File: src/rtl/fetch_timing_unit_pkg.sv
// -----------------------------------------------------------------------------
// fetch_timing_unit_pkg
// Shared definitions for the fetch/timing stage and the downstream decoder:
//   - machine cycle phase encodings CYC_A1..CYC_X3
//   - first-word OPR values of the two-word instructions
//   - word-position state type for the fetch state machine
//   - isTwoWord(): classifies a first word as the start of a two-word instruction
// -----------------------------------------------------------------------------
package fetch_timing_unit_pkg;

   localparam logic [2:0] CYC_A1 = 3'd0;
   localparam logic [2:0] CYC_A2 = 3'd1;
   localparam logic [2:0] CYC_A3 = 3'd2;
   localparam logic [2:0] CYC_M1 = 3'd3;
   localparam logic [2:0] CYC_M2 = 3'd4;
   localparam logic [2:0] CYC_X1 = 3'd5;
   localparam logic [2:0] CYC_X2 = 3'd6;
   localparam logic [2:0] CYC_X3 = 3'd7;

   localparam logic [3:0] OPR_JCN = 4'h1;
   localparam logic [3:0] OPR_FIM = 4'h2;
   localparam logic [3:0] OPR_JUN = 4'h4;
   localparam logic [3:0] OPR_JMS = 4'h5;
   localparam logic [3:0] OPR_ISZ = 4'h7;

   typedef enum logic {
      WORD1 = 1'b0,
      WORD2 = 1'b1
   } wordState_t;

   // FIM shares OPR=2 with SRC; only an even OPA selects FIM.
   // Callers that treat FIM as one-word mask the FIM case themselves.
   function automatic logic isTwoWord(input logic [3:0] opr, input logic [3:0] opa);
      logic fim;
      fim = (opr == OPR_FIM) && ((opa & 4'h1) == 4'h0);
      return (opr == OPR_JCN) || (opr == OPR_JUN) || (opr == OPR_JMS) ||
             (opr == OPR_ISZ) || fim;
   endfunction

endpackage

File: src/rtl/fetch_timing_unit_cycle_counter.sv
// -----------------------------------------------------------------------------
// cycle_counter
// Free-running 3-bit machine-cycle phase counter, A1 (0) through X3 (7),
// wrapping X3 -> A1. Holds while stalled.
// Ports:
//   clk      in   system clock
//   rst      in   asynchronous active-high reset, forces A1
//   stallIn  in   holds the phase while high
//   cycle    out  current phase
//   sync     out  high during X3, announcing the next A1
// -----------------------------------------------------------------------------
module cycle_counter (
   input  logic       clk,
   input  logic       rst,
   input  logic       stallIn,
   output logic [2:0] cycle,
   output logic       sync
);
   import fetch_timing_unit_pkg::*;

   always_ff @(posedge clk or posedge rst) begin
      if (rst) begin
         cycle <= CYC_A1;
      end else if (!stallIn) begin
         cycle <= cycle + 3'd1;
      end
   end

   assign sync = (cycle == CYC_X3);

endmodule

File: src/rtl/fetch_timing_unit.sv
// -----------------------------------------------------------------------------
// fetch_timing_unit
// Front end of the 4004-style core: runs the 8-phase machine cycle, puts the
// 12-bit PC out as three address nibbles, fetches OPR/OPA from the data bus
// and tracks whether the current instruction cycle is the second word of a
// two-word instruction.
//
// Parameters:
//   RESET_PC      PC value after reset
//   TWO_WORD_FIM  1: FIM (OPR=2, OPA even) fetches a second word; 0: one-word
// Ports:
//   clk         in   system clock
//   rst         in   asynchronous active-high reset
//   stallIn     in   freezes all state while high
//   dataIn[3:0] in   ROM nibble, sampled leaving M1 and M2
//   jumpEn      in   load PC from jumpAddr at X3 of a final word
//   jumpAddr    in   jump target
//   cycle       out  phase A1=0 .. X3=7
//   sync        out  high in X3
//   addrOut     out  pc nibble for A1/A2/A3, zero otherwise
//   pc          out  program counter
//   opr, opa    out  first word of the current instruction
//   imm         out  second word {OPR2,OPA2}
//   secondWord  out  high for the whole instruction cycle fetching word 2
//
// Word state machine:
//   state | meaning
//   WORD1 | fetching a first word; opr/opa are loaded from the bus
//   WORD2 | fetching the second word; bus nibbles go to imm
// -----------------------------------------------------------------------------
module fetch_timing_unit #(
   parameter logic [11:0] RESET_PC     = 12'h000,
   parameter bit          TWO_WORD_FIM = 1'b1
) (
   input  logic        clk,
   input  logic        rst,
   input  logic        stallIn,
   input  logic [3:0]  dataIn,
   input  logic        jumpEn,
   input  logic [11:0] jumpAddr,
   output logic [2:0]  cycle,
   output logic        sync,
   output logic [3:0]  addrOut,
   output logic [11:0] pc,
   output logic [3:0]  opr,
   output logic [3:0]  opa,
   output logic [7:0]  imm,
   output logic        secondWord
);
   import fetch_timing_unit_pkg::*;

   wordState_t wordState;
   logic       startsTwoWord;

   cycle_counter uCycle (
      .clk     (clk),
      .rst     (rst),
      .stallIn (stallIn),
      .cycle   (cycle),
      .sync    (sync)
   );

   assign startsTwoWord = isTwoWord(opr, opa) && (TWO_WORD_FIM || (opr != OPR_FIM));

   // The increment at A3 has already happened by X3, so a jump simply
   // replaces pc; at X3 of a first word of a two-word instruction the
   // jump request is not looked at.
   always_ff @(posedge clk or posedge rst) begin
      if (rst) begin
         pc        <= RESET_PC;
         opr       <= 4'h0;
         opa       <= 4'h0;
         imm       <= 8'h00;
         wordState <= WORD1;
      end else if (!stallIn) begin
         case (cycle)
            CYC_A3: begin
               pc <= pc + 12'd1;
            end
            CYC_M1: begin
               if (wordState == WORD2) begin
                  imm[7:4] <= dataIn;
               end else begin
                  opr <= dataIn;
               end
            end
            CYC_M2: begin
               if (wordState == WORD2) begin
                  imm[3:0] <= dataIn;
               end else begin
                  opa <= dataIn;
               end
            end
            CYC_X3: begin
               if (wordState == WORD2) begin
                  wordState <= WORD1;
                  if (jumpEn) begin
                     pc <= jumpAddr;
                  end
               end else if (startsTwoWord) begin
                  wordState <= WORD2;
               end else if (jumpEn) begin
                  pc <= jumpAddr;
               end
            end
            default: begin
            end
         endcase
      end
   end

   assign secondWord = (wordState == WORD2);

   always_comb begin
      addrOut = 4'h0;
      case (cycle)
         CYC_A1:  addrOut = pc[3:0];
         CYC_A2:  addrOut = pc[7:4];
         CYC_A3:  addrOut = pc[11:8];
         default: addrOut = 4'h0;
      endcase
   end

endmodule

File: config.mk
export PLATFORM = sky130hd
export DESIGN_NAME = fetch_timing_unit
export DESIGN_NICKNAME = d
export VERILOG_FILES = /design/src/rtl/fetch_timing_unit_pkg.sv /design/src/rtl/fetch_timing_unit_cycle_counter.sv /design/src/rtl/fetch_timing_unit.sv
export SDC_FILE = /design/constraint.sdc
export NUM_CORES = 1
export LEC_CHECK = 0
export CAP_MARGIN = 40
export CORE_MARGIN = 2
export CORE_UTILIZATION = 42
export DETAILED_ROUTE_END_ITERATION = 16
export PLACE_DENSITY_LB_ADDON = 0.2
export REMOVE_ABC_BUFFERS = 1
export SLEW_MARGIN = 25
export SYNTH_ARGS = -nofsm -noshare
export SYNTH_HDL_FRONTEND = slang
export SYNTH_SLANG_ARGS = --single-unit
File: constraint.sdc
create_clock -name clk -period 1.9 [get_ports clk]
set_input_delay 0.475 -clock clk [delete_from_list [all_inputs] [get_ports clk]]
set_output_delay 0.475 -clock clk [all_outputs]
set_load 0.01 [all_outputs]
# Yosys cells after proc, flatten, opt, wreduce, memory -nomap -nowiden
# Index checks and enable logic that the tools add are counted.
word_totals:
  mem_bits_ro: 0
  latchBits: 0
  mem_count: 0
  reg_bits: 32
  out_inout_bits: 37
  ram_bits: 0
op_classes:
  add_sub_neg: 2
  order_cmp: 0
  n_reduce_logical: 14
  shift: 0
  eq_ne: 11
  bitwise: 2
  div: 0
  n_mux: 7
  multipliers: 0
op_table:
  columns: ["op", "n"]
  rows:
  - ["$mux 12", 3]
  - ["$pmux 12 s2", 1]
  - ["$reduce_and 3->1", 5]
  - ["$add 12x1->12 const B", 1]
  - ["$eq 4x3->1 const B", 3]
  - ["$pmux 4 s3", 1]
  - ["$eq 3x2->1 const B", 2]
  - ["$eq 3x3->1 const B", 2]
  - ["$eq 4x1->1 const B", 1]
  - ["$eq 4x2->1 const B", 1]
  - ["$logic_not 4->1", 1]
  - ["$logic_or 1x1->1", 4]
  - ["$add 3x1->3 const B", 1]
  - ["$eq 3x1->1 const B", 1]
  - ["$logic_not 3->1", 1]
  - ["$ne 3x3->1 const B", 1]
  - ["$mux 1", 2]
  - ["$not 1->1", 2]
  - ["$reduce_and 2->1", 1]
  - ["$reduce_bool 2->1", 1]
  - ["$logic_and 1x1->1", 1]

# Longest topological paths before layout
depth:
  ltp_word: 8
  depth_mapped: 8

# Cells and area by module
# A second synthesis with hierarchy kept.
hier_totals:
  hier_cells: 173
  area_unflattened_um2: 1813.0
modules_own_cells:
  columns: ["module", "area_per_inst_um2", "cells_each", "n_inst"]
  rows:
  - ["fetch_timing_unit", 1677.9, 164, 1]
  - ["cycle_counter", 135.1, 9, 1]

# Worst setup path before layout
# Ideal clock, no wire load.
synth_timing:
  path_kind: "reg-to-reg"
  from: "register uCycle.cycle[0]"
  to: "register pc[0]"
  synth_period_minus_slack_ns: 2.067
  slack_ns: -0.167
  path_stages_with_launch: 7
  setup_time_ns: 0.125
  required_ns: 1.775
  arrival_time_ns: 1.942
  path_cell_list: "dfrtp_1 > ha_1 > ha_1 > nand2_1 > a2111o_1 > a21oi_4 > mux2_4"
synth_via:
  elab_chain_len: 3
  word_cells_on_any_way: 6
  classes_between: "eq/ne: 3; mux: 1; reduce/logical: 2"
synth_lines:
  columns: ["item", "line_no", "rtl"]
  rows:
  - ["from (decl)", "fetch_timing_unit_cycle_counter.sv:16", "output logic [2:0] cycle,"]
  - ["from (signal assigned)", "fetch_timing_unit_cycle_counter.sv:25", "cycle <= cycle + 3'd1;"]
  - ["$eq 3x3->1 (*)", null, null]
  - ["net sync", "fetch_timing_unit.sv:42", "output logic sync,"]
  - ["$ne 3x3->1 (no source line) or $reduce_bool 2->1 (tied branches)", null, null]
  - ["$reduce_and 3->1 (no source line)", null, null]
  - ["to (signal assigned)", "fetch_timing_unit.sv:78", "pc <= pc + 12'd1;"]
  - ["to (signal assigned)", "fetch_timing_unit.sv:98", "pc <= jumpAddr;"]
  - ["to (signal assigned)", "fetch_timing_unit.sv:103", "pc <= jumpAddr;"]
  - ["to (decl)", "fetch_timing_unit.sv:44", "output logic [11:0] pc,"]
# Mark *: on every way through the listed nets, which the timed path passes. The rest lies on a longest branch.
# A chain may end at the register's enable or synchronous reset.

# Final worst setup path
layout_timing:
  from: "register uCycle.cycle[0]"
  to: "register pc[0]"
layout_via:
  elab_chain_len: 3
  word_cells_on_any_way: 6
  classes_between: "eq/ne: 3; mux: 1; reduce/logical: 2"
layout_lines:
  columns: ["item", "line_no", "rtl"]
  rows:
  - ["$eq 3x3->1 or $eq 3x2->1 (tied branches)", "fetch_timing_unit.sv:76", "case (cycle)"]
  - ["$ne 3x3->1 (no source line) or $reduce_bool 2->1 (tied branches)", null, null]
  - ["$reduce_and 3->1 (no source line)", null, null]
# Several ways; a longest one is shown, not always the timed one.

==> metrics.md <==
| Metric | Value |
|---|---|
| Wire per inst | 17.78 um |
| Setup repair after global routing missed its margin | true |
| Cell count after synthesis | 170 |
| Arrival time reported for the critical path endpoint | 2140 ps |
| Most common library cell in the layout ignoring fill and taps | clkdlybuf4s50_1 |
| Maximum clock frequency | approximately 500 MHz |
| DRC violation count after routing | 0 |
| Area added between synthesis and finish | 71.16% |
| Most frequently used flop master after synthesis | dfrtp_1 |
| Hold Path End | imm[2] |
| Reg power frac | 0.262 |
| WP data required | 2070 ps |
| Initial core utilization | 0.4314 |
| Clock slew at the register clock pins of the worst setup and hold paths | about 70 ps |
| Most frequent cells in the layout | clkdlybuf4s50_1, buf_4, dfrtp_1 |
| Normalized max-slew margin | 0.6790 |
| Aggregate negative setup slack | -482.2 ps |
| Clk root buf | clkbuf_8 |
| Final slew viol count | 0 |
| Crit path kind | reg -> reg |
| Slew at the pin with the worst max-slew slack | approximately 480 ps |
| CTS Hold Buffers Added | 0 |
| Maximum root-to-sink buffer count | 2 |
| Total placed cells including tap cells | 309 |
| Detailed Place HPWL | between 3000 and 4000 um |
| Later-pin clock latency in the skew report | approximately 290 ps |
| Proportion of total power due to net switching | 0.3850 |
| Num Clock Sinks | 32 |
| VDD IR-drop max | 969.3 uV |
| Total iterations of the first detailed-routing run | 4 |
| TritonCTS clock tree | yes |
| Violated checks | negative setup slack |
| I/O Pins | 57 |
| Largest net degree at the start of global routing | 33 |
| Largest clock skew in the final design | 8.704 ps |
| Worst Hold Depth | 1 |
| Total die area | about 5000 um^2 |
| Global-route wire length before repair | 9045 um |
| Post-detailed-route via-to-cell ratio | 5.498 |
| FF-to-FF Start | uCycle.cycle[0] |
| Post-layout total power | around 5.2 mW |
| GR Overflow Total | 0 |
| Worst-path maximum fanout | 4 |
| Period minus WS final | ~2000 ps |
| Leading post-synthesis cells by cell area | dfrtp_1, mux2_2, ha_1 |
| Overall routed net length | between 5000 and 6000 um |
| Num rows | 24 |
| Final nets | roughly 300 |
| Count of flip-flops with a built-in enable after synthesis | 0 |
| Leakage power | 1.331 nW |
| ANT cells | 0 |
| Die Width | 70.65 um |
| CP endpoint kind | flop |
| Int Power | 3.171 mW |
| Post-DRT Antenna Nets | 0 |
| Start point of the worst hold path | imm[2] |
| Outcome | complete, but fails checks |
| Worst setup margin | -63.57 ps |
| Final cycle utilization of the critical path | 1.033 |
| Total via count after detailed routing | 1787 |
| Met2 usage in global routing | 0.3648 |
| Max-Cap Viols | 0 |
| Placeable core area | 4324 um^2 |
| Kind of start point of the critical path | flop |
| Fill cells | approximately 300 |
| Synth async-reset ratio | 1.000 |
| Relative contribution of the clock network to total power | 0.126 |
| Die H | around 71 um |
| Worst hold margin | ~500 ps |
| Switching pwr | between 1.5 and 2 mW |
| Busiest metal layer after global routing | met2 |
| Worst min path class | reg -> reg |
| Violation count after the first detailed-routing iteration | 91 |
| Met1 Use GR | 0.3072 |
| Post-synth top area cell | dfrtp_1 |
| Sequential share of the synthesized area | 0.4292 |
| Final std cells w/o fill | roughly 330 |
| M3 GR Usage | 0.05413 |
| Hold violation count in the final report | 0 |
| Mean instance size in the synthesized netlist | ~11 um^2 |
| Combinational power share | 0.612 |
| Slack of the worst reg-to-reg path | -60 ps |
| Via count of the first global-routing pass | roughly 1900 |
| Initial antenna violation count | 0 |
| GR Util All Layers | 0.2256 |
| Global placement routability congestion | 0.8457 |
| Final setup violation count | 12 |
| Max H-tree Level | 2 |
| Reg2reg path depth | 7 |
| Power density cells | 1615 nW/um^2 |
| Fraction of final layout cells sized beyond drive strength 1 | 0.4542 |
| Post-synthesis sequential element count | 32 |
| Critical register-to-register path endpoint | pc[0] |
| Synth top area share | 0.4292 |
| Distinct cell type count after synthesis | 51 |
| Worst setup slack after placement | -227.9 ps |
| Quantity of I/O buffers inserted on ports | 56 |
| Seq. cell area | roughly 810 um^2 |
| Area of the multi-input gates | 1267 um^2 |
| Cts bufs inserted | 5 |
| Yosys warning count | 0 |
| Post-synth design cell area | 1866 um^2 |
-- worst max-delay path by stage --
stage | from | end | depth (start not counted)
2_1_floorplan | uCycle.cycle[0] | pc[0] | 6
3_3_place_gp | jumpEn | pc[1] | 5
3_5_place_dp | jumpEn | pc[0] | 5
4_1_cts | uCycle.cycle[0] | pc[0] | 7
5_1_grt | uCycle.cycle[0] | pc[1] | 7
6_report | uCycle.cycle[0] | pc[0] | 7
-- synthesized netlist by cell type, types with 2 or more instances --
| library cell | number |
|---|---|
| nor3_1 | 3 |
| nand3_1 | 4 |
| clkbuf_1 | 3 |
| nand4_1 | 3 |
| dfrtp_1 | 32 |
| mux2i_1 | 2 |
| a2bb2oi_1 | 4 |
| nor2b_1 | 5 |
| a31oi_1 | 3 |
| a22oi_1 | 7 |
| o2bb2ai_1 | 4 |
| mux2_4 | 2 |
| a21oi_1 | 5 |
| o21ai_0 | 3 |
| mux2_2 | 19 |
| buf_2 | 2 |
| or3_1 | 2 |
| and4_1 | 2 |
| inv_1 | 8 |
| nand2_1 | 12 |
| ha_1 | 7 |
| nor4_1 | 2 |
| nor2_1 | 8 |
-- worst max-delay path, stage by stage (launching register included) --
cell	delay (ps)
dfrtp_2	440
buf_6	130
ha_4	150
ha_4	140
nand2_4	60
a2111o_1	370
a21oi_4	240
mux2_4	320
-- sequential cells by signal, summed over array words and instances (netlist names) --
register / flops
opa: 4
opr: 4
uCycle.cycle: 3
pc: 12
imm: 8
secondWord: 1
-- routing by layer --
| layer | vias up | routed length (um) |
|---|---|---|
| li1 | 848 | - |
| met1 | 863 | 2476 |
| met2 | 65 | 2900 |
| met3 | 11 | 333 |
| met4 | 0 | 65 |
| met5 | - | 0 |
-- area by class of cell --
type	count	area share
multi-input combinational	125	0.3969
timing repair buffer	100	0.2833
sequential	32	0.2527
clock buffer	5	0.02155
tap	52	0.02038
clock inverter	3	0.01332
inverter	8	0.01176
-- kinds of logic after synthesis --
kind of cell    count (synthesis)  synth area share
compound gates                 44            0.1979
xor+xnor                        1          0.004696
mux                            23            0.1415
simple gates                   50            0.1523
buf+inv                        13           0.02750
fa+ha+maj                       7           0.04695
flops                          32            0.4292
-- power groups by stage --
stage,Combinational [mW],Sequential (mW),Clock [mW]
final,3.16,1.35,0.651
after CTS,2.81,1.33,0.665
after detailed placement,2.55,1.33,0
after global placement,2.51,1.32,0
after floorplan,0.998,1.46,0
after global routing,3.37,1.40,0.695
-- stage by stage --
step / util / cell area (um^2)
after floorplan: - / 1844
after global placement: 0.6337 / 2740
after detailed placement: 0.6337 / 2740
after CTS: 0.6918 / 2992
after global routing: 0.7384 / 3193
final: 0.7384 / 3193
-- timing repair --
action	CTS	global route
cloned	0	0
buffers inserted	5	6
endpoints found under the setup margin	18	20
resized for setup	55	34
pin swaps	8	12
Power figures use the tool's default switching activity.
==> RTL edit 1 (same flow settings) <==
Set the parameter `TWO_WORD_FIM` to 1'b0 (it was 1'b1).
--- a/src/rtl/fetch_timing_unit.sv
+++ b/src/rtl/fetch_timing_unit.sv
@@ -31,5 +31,5 @@
 module fetch_timing_unit #(
    parameter logic [11:0] RESET_PC     = 12'h000,
-   parameter bit          TWO_WORD_FIM = 1'b1
+   parameter bit          TWO_WORD_FIM = 1'b0
 ) (
    input  logic        clk,
Behaviour: not the same (a bounded check fails within 10 cycles, from zero or initial values and one cycle with rst high).
==> RTL edit 1 against the original RTL <==
- die area shrank 1.1%
- wire length down 0.66%
- sequential power is 9% higher
- worst setup slack worse by 0.063 ns
- via count decreased by 4.6%
- synthesized area shrank 1.2%
- the run still ends with negative setup slack left
- hold slack got worse by 0.0033 ns
- global-route usage grew 1.3 points
- total power decreased by 2.6%
- sequential cell count unchanged
- final area decreased by 4.5%
- critical path type is now flip-flop to output pin
- non-clock buffer count down 16
==> RTL edit 1: results (changes against the original RTL) <==
post-DR vias/cell -> 5.62 (+2.3%)
Met1 Routed Length -> 2.22 mm (-10%)
Sum Neg Setup Slack -> -1.41 ns (-0.931 ns)
Synth Area in XOR/XNOR -> 0.00475 (+0.0000574)
number of DRC markers in iteration 0 -> 129 (+42%)
crit path DAT -> 1.55 ns (-0.59 ns)
gpl congestion -> 0.876 (+3.6%)
Inst Count DP -> 288 (-6.8%)
nets@finish -> 277 (-7.4%)
metal3 WL -> 326 um (-2.1%)
post-cts sizing count -> 49 (-11%)
post-synthesis sequential area ratio -> 0.434 (+0.00525)
Max VDD drop -> 0.812 mV (-16%)
Final HPWL DP -> 3.83 mm (-0.32%)
top cell types by occurrence after synthesis -> dfrtp_1 (32), mux2_2 (18), nand2_1 (17)
postcts setup bufs -> 4 (-1)
CP Capture Point -> sync
flop2flop setup slack -> -0.11 ns (-0.05 ns)
Area after DPL -> 2610 um2 (-4.8%)
GR met2 Demand/Resource -> 0.412 (+0.0472)
Finished Layout Cells -> 303 (-6.8%)
Compound-Gate Fraction of Synth Area -> 0.204 (+0.00649)
vias in the first global route -> 1849 (-0.16%)
top post-synthesis cells by area -> dfrtp_1 (43%), mux2_2 (11%), ha_1 (4.8%)
Worst Reg2Reg Path Length in Cells -> 10 (+3)
mux cell area share after synthesis -> 0.137 (-0.00438)
R2R Path End -> pc[7]
violated checks -> negative setup slack
status -> finished, violations left
WHS -> 0.506 ns (-0.00332 ns)
Synth Area in Adders -> 0.0475 (+0.000574)
final WL -> 5.74 mm (-0.66%)
GR Util met1 -> 0.284 (-0.0229)
critical-path maximum fanout -> 3 (-1)
Relative slew margins -> 0.728 (+0.0488)
Reg power frac -> 0.292 (+0.030)
met2 wire length -> 2.98 mm (+2.6%)
first-pass GRT wire length -> 9.07 mm (+0.31%)
Setup WS post-layout -> -0.127 ns (-0.0631 ns)
share of layout cells above drive strength 1 -> 0.414 (-0.0399)
dpl ws -> -0.247 ns (-0.0190 ns)
synth unique cells -> 40 (-22%)
Lkg Pwr -> 1.34 nW (+0.49%)
GRT Total Usage -> 0.239 (+0.0134)
final setup violation count -> 17 (+5)
internal power -> 3.01 mW (-5.2%)
total power draw -> 5.02 mW (-2.6%)
[RTL edit 1: changes by cell type in the layout (fill, tap and decap cells not counted), sizes merged, moves of 3 or more]
cell and change:
a221oi +8, a22oi -3, a2bb2oi +4, a31oi -3, buf -16, nand2 +5
nor2 -6, o22ai +6, o2bb2ai -3, or3 +3
[RTL edit 1: area by class of cell]
| class | instances | area, um2 |
|---|---|---|
| repair buffers | 84 | 826 |
| inverters | 9 | 36.3 |
| multi-input cells | 118 | 1220 |
| clock buffers | 6 | 82.6 |
| flip-flops and latches | 32 | 808 |
| well taps | 52 | 65.1 |
| fillers | 292 | 1240 |
| clock inverters | 2 | 15.0 |
[RTL edit 1: worst max-delay path, delay by kind of cell, from the launching register on]
kind | cells | cell delay (ns)
DFF | 1 | 0.43
adders and majority gates | 2 | 0.34
buffers and inverters | 4 | 0.49
==> RTL edit 2 (same flow settings) <==
Without the edit above. Reset style: synchronous (`rst`), changed in 2 clocked blocks. Comments in the files are not updated.
--- a/src/rtl/fetch_timing_unit_cycle_counter.sv
+++ b/src/rtl/fetch_timing_unit_cycle_counter.sv
@@ -19,5 +19,5 @@
    import fetch_timing_unit_pkg::*;
 
-   always_ff @(posedge clk or posedge rst) begin
+   always_ff @(posedge clk) begin
       if (rst) begin
          cycle <= CYC_A1;
--- a/src/rtl/fetch_timing_unit.sv
+++ b/src/rtl/fetch_timing_unit.sv
@@ -66,5 +66,5 @@
    // replaces pc; at X3 of a first word of a two-word instruction the
    // jump request is not looked at.
-   always_ff @(posedge clk or posedge rst) begin
+   always_ff @(posedge clk) begin
       if (rst) begin
          pc        <= RESET_PC;
Check against the original RTL: differs if rst is asserted again (counterexample within 4 cycles, from zero or initial values and one cycle with rst high); with rst held inactive, the same outputs for 10 cycles.
==> RTL edit 2 against the original RTL <==
- die area shrank 7.4%
- sequential cell count unchanged
- final area shrank 11%
- first-iteration DRC count is 130% higher
- worst setup slack better by 0.019 ns
- synthesized area down 7.8%
- wire length decreased by 13%
- the flow still finishes with violations (negative setup slack)
Power is left out: it rests on default switching activity, and per cell area and clock period it moved more than threefold.
==> RTL edit 2: results (changes against the original RTL) <==
status -> finished, violations left
violated checks -> negative setup slack
postcts setup bufs -> 3 (-2)
nets@finish -> 315 (+5.4%)
Met1 Routed Length -> 2.13 mm (-14%)
share of layout cells above drive strength 1 -> 0.294 (-0.160)
top cell types by occurrence after synthesis -> dfxtp_1 (32), nor2_1 (29), mux2i_1 (20)
clock latency on the worst-skew pair -> 0.29 ns (about the same)
post-DR vias/cell -> 5.48 (-0.32%)
WHS -> 0.496 ns (-0.0131 ns)
clk_skew -> 0.00861 ns (-0.0000926 ns)
Synth Area in Adders -> 0.0509 (+0.00400)
total CTS buffers -> 5 (unchanged)
Setup WS post-layout -> -0.0449 ns (+0.0187 ns)
Hold Crit Depth -> 2 (+1)
post-synthesis sequential area ratio -> 0.373 (-0.0566)
Compound-Gate Fraction of Synth Area -> 0.163 (-0.0348)
synth unique cells -> 47 (-7.8%)
initial antenna violation count -> 0 (unchanged)
Syn Inst Count -> 199 (+17%)
ys flop type -> dfxtp_1
gpl congestion -> 0.811 (-4.2%)
final setup violation count -> 4 (-8)
Hold Startpoint -> opa[3]
worst r2r src -> uCycle.cycle[1]
met3 Use GR -> 0.0609 (+0.00672)
largest net degree at the start of global routing -> 15 (-55%)
mux cell area share after synthesis -> 0.130 (-0.0120)
final WL -> 5.05 mm (-13%)
Post-synth ARST share -> 0 (-1.00)
metal3 WL -> 339 um (+1.8%)
GR met2 Demand/Resource -> 0.375 (+0.0102)
Area after DPL -> 2540 um2 (-7.4%)
dpl ws -> -0.263 ns (-0.0351 ns)
root buffer cell -> clkbuf_8
Inst Count DP -> 326 (+5.5%)
CP Capture Point -> pc[8]
Worst-Margin Slew -> 0.616 ns (+0.137 ns)
Sum Neg Setup Slack -> -0.0607 ns (+0.422 ns)
DRT antenna net count -> 0 (unchanged)
Finished Layout Cells -> 339 (+4.3%)
GR Util met1 -> 0.291 (-0.0163)
number of DRC markers in iteration 0 -> 209 (+130%)
met2 wire length -> 2.48 mm (-14%)
Worst Hold End -> opa[3]
Synth Area in XOR/XNOR -> 0.0102 (+0.00549)
Final HPWL DP -> 3.50 mm (-9.1%)
post-cts sizing count -> 43 (-22%)
Hold Crit Class -> flip-flop to flip-flop
first-pass GRT wire length -> 7.94 mm (-12%)
Top Layer Used -> met4
clk slew on worst S/H paths -> 0.07 ns (about the same)
top post-synthesis cells by area -> dfxtp_1 (37%), mux2i_1 (12%), nor2_1 (6.3%)
crit path DAT -> 2.17 ns (+0.03 ns)
GRT Total Usage -> 0.230 (+0.00446)
vias in the first global route -> 1714 (-7.5%)
## RTL edit 2: changes by cell type after synthesis, sizes merged, moves of 4 or more
cell     delta
o2bb2ai     -4
nand2       +4
mux2i      +18
a2bb2oi     -4
dfxtp      +32
a21oi       +5
mux2       -19
dfrtp      -32
o22ai       +5
nor2       +21
## RTL edit 2: worst max-delay path, cell delays in order (launching register included)
cell       delay (ns)
dfxtp_4          0.39
ha_4             0.15
ha_4             0.14
inv_2            0.04
a21o_1           0.19
or4_4            0.56
a2111oi_4        0.28
nand2b_1         0.14
## RTL edit 2: area by class of cell
| type | count | area [um2] |
|---|---|---|
| clock buffer | 6 | 82.6 |
| clock inverter | 2 | 15.0 |
| fill | 322 | 1130 |
| inverter | 6 | 25.0 |
| multi-input combinational | 152 | 1170 |
| sequential | 32 | 657 |
| tap | 50 | 62.6 |
| timing repair buffer | 91 | 822 |
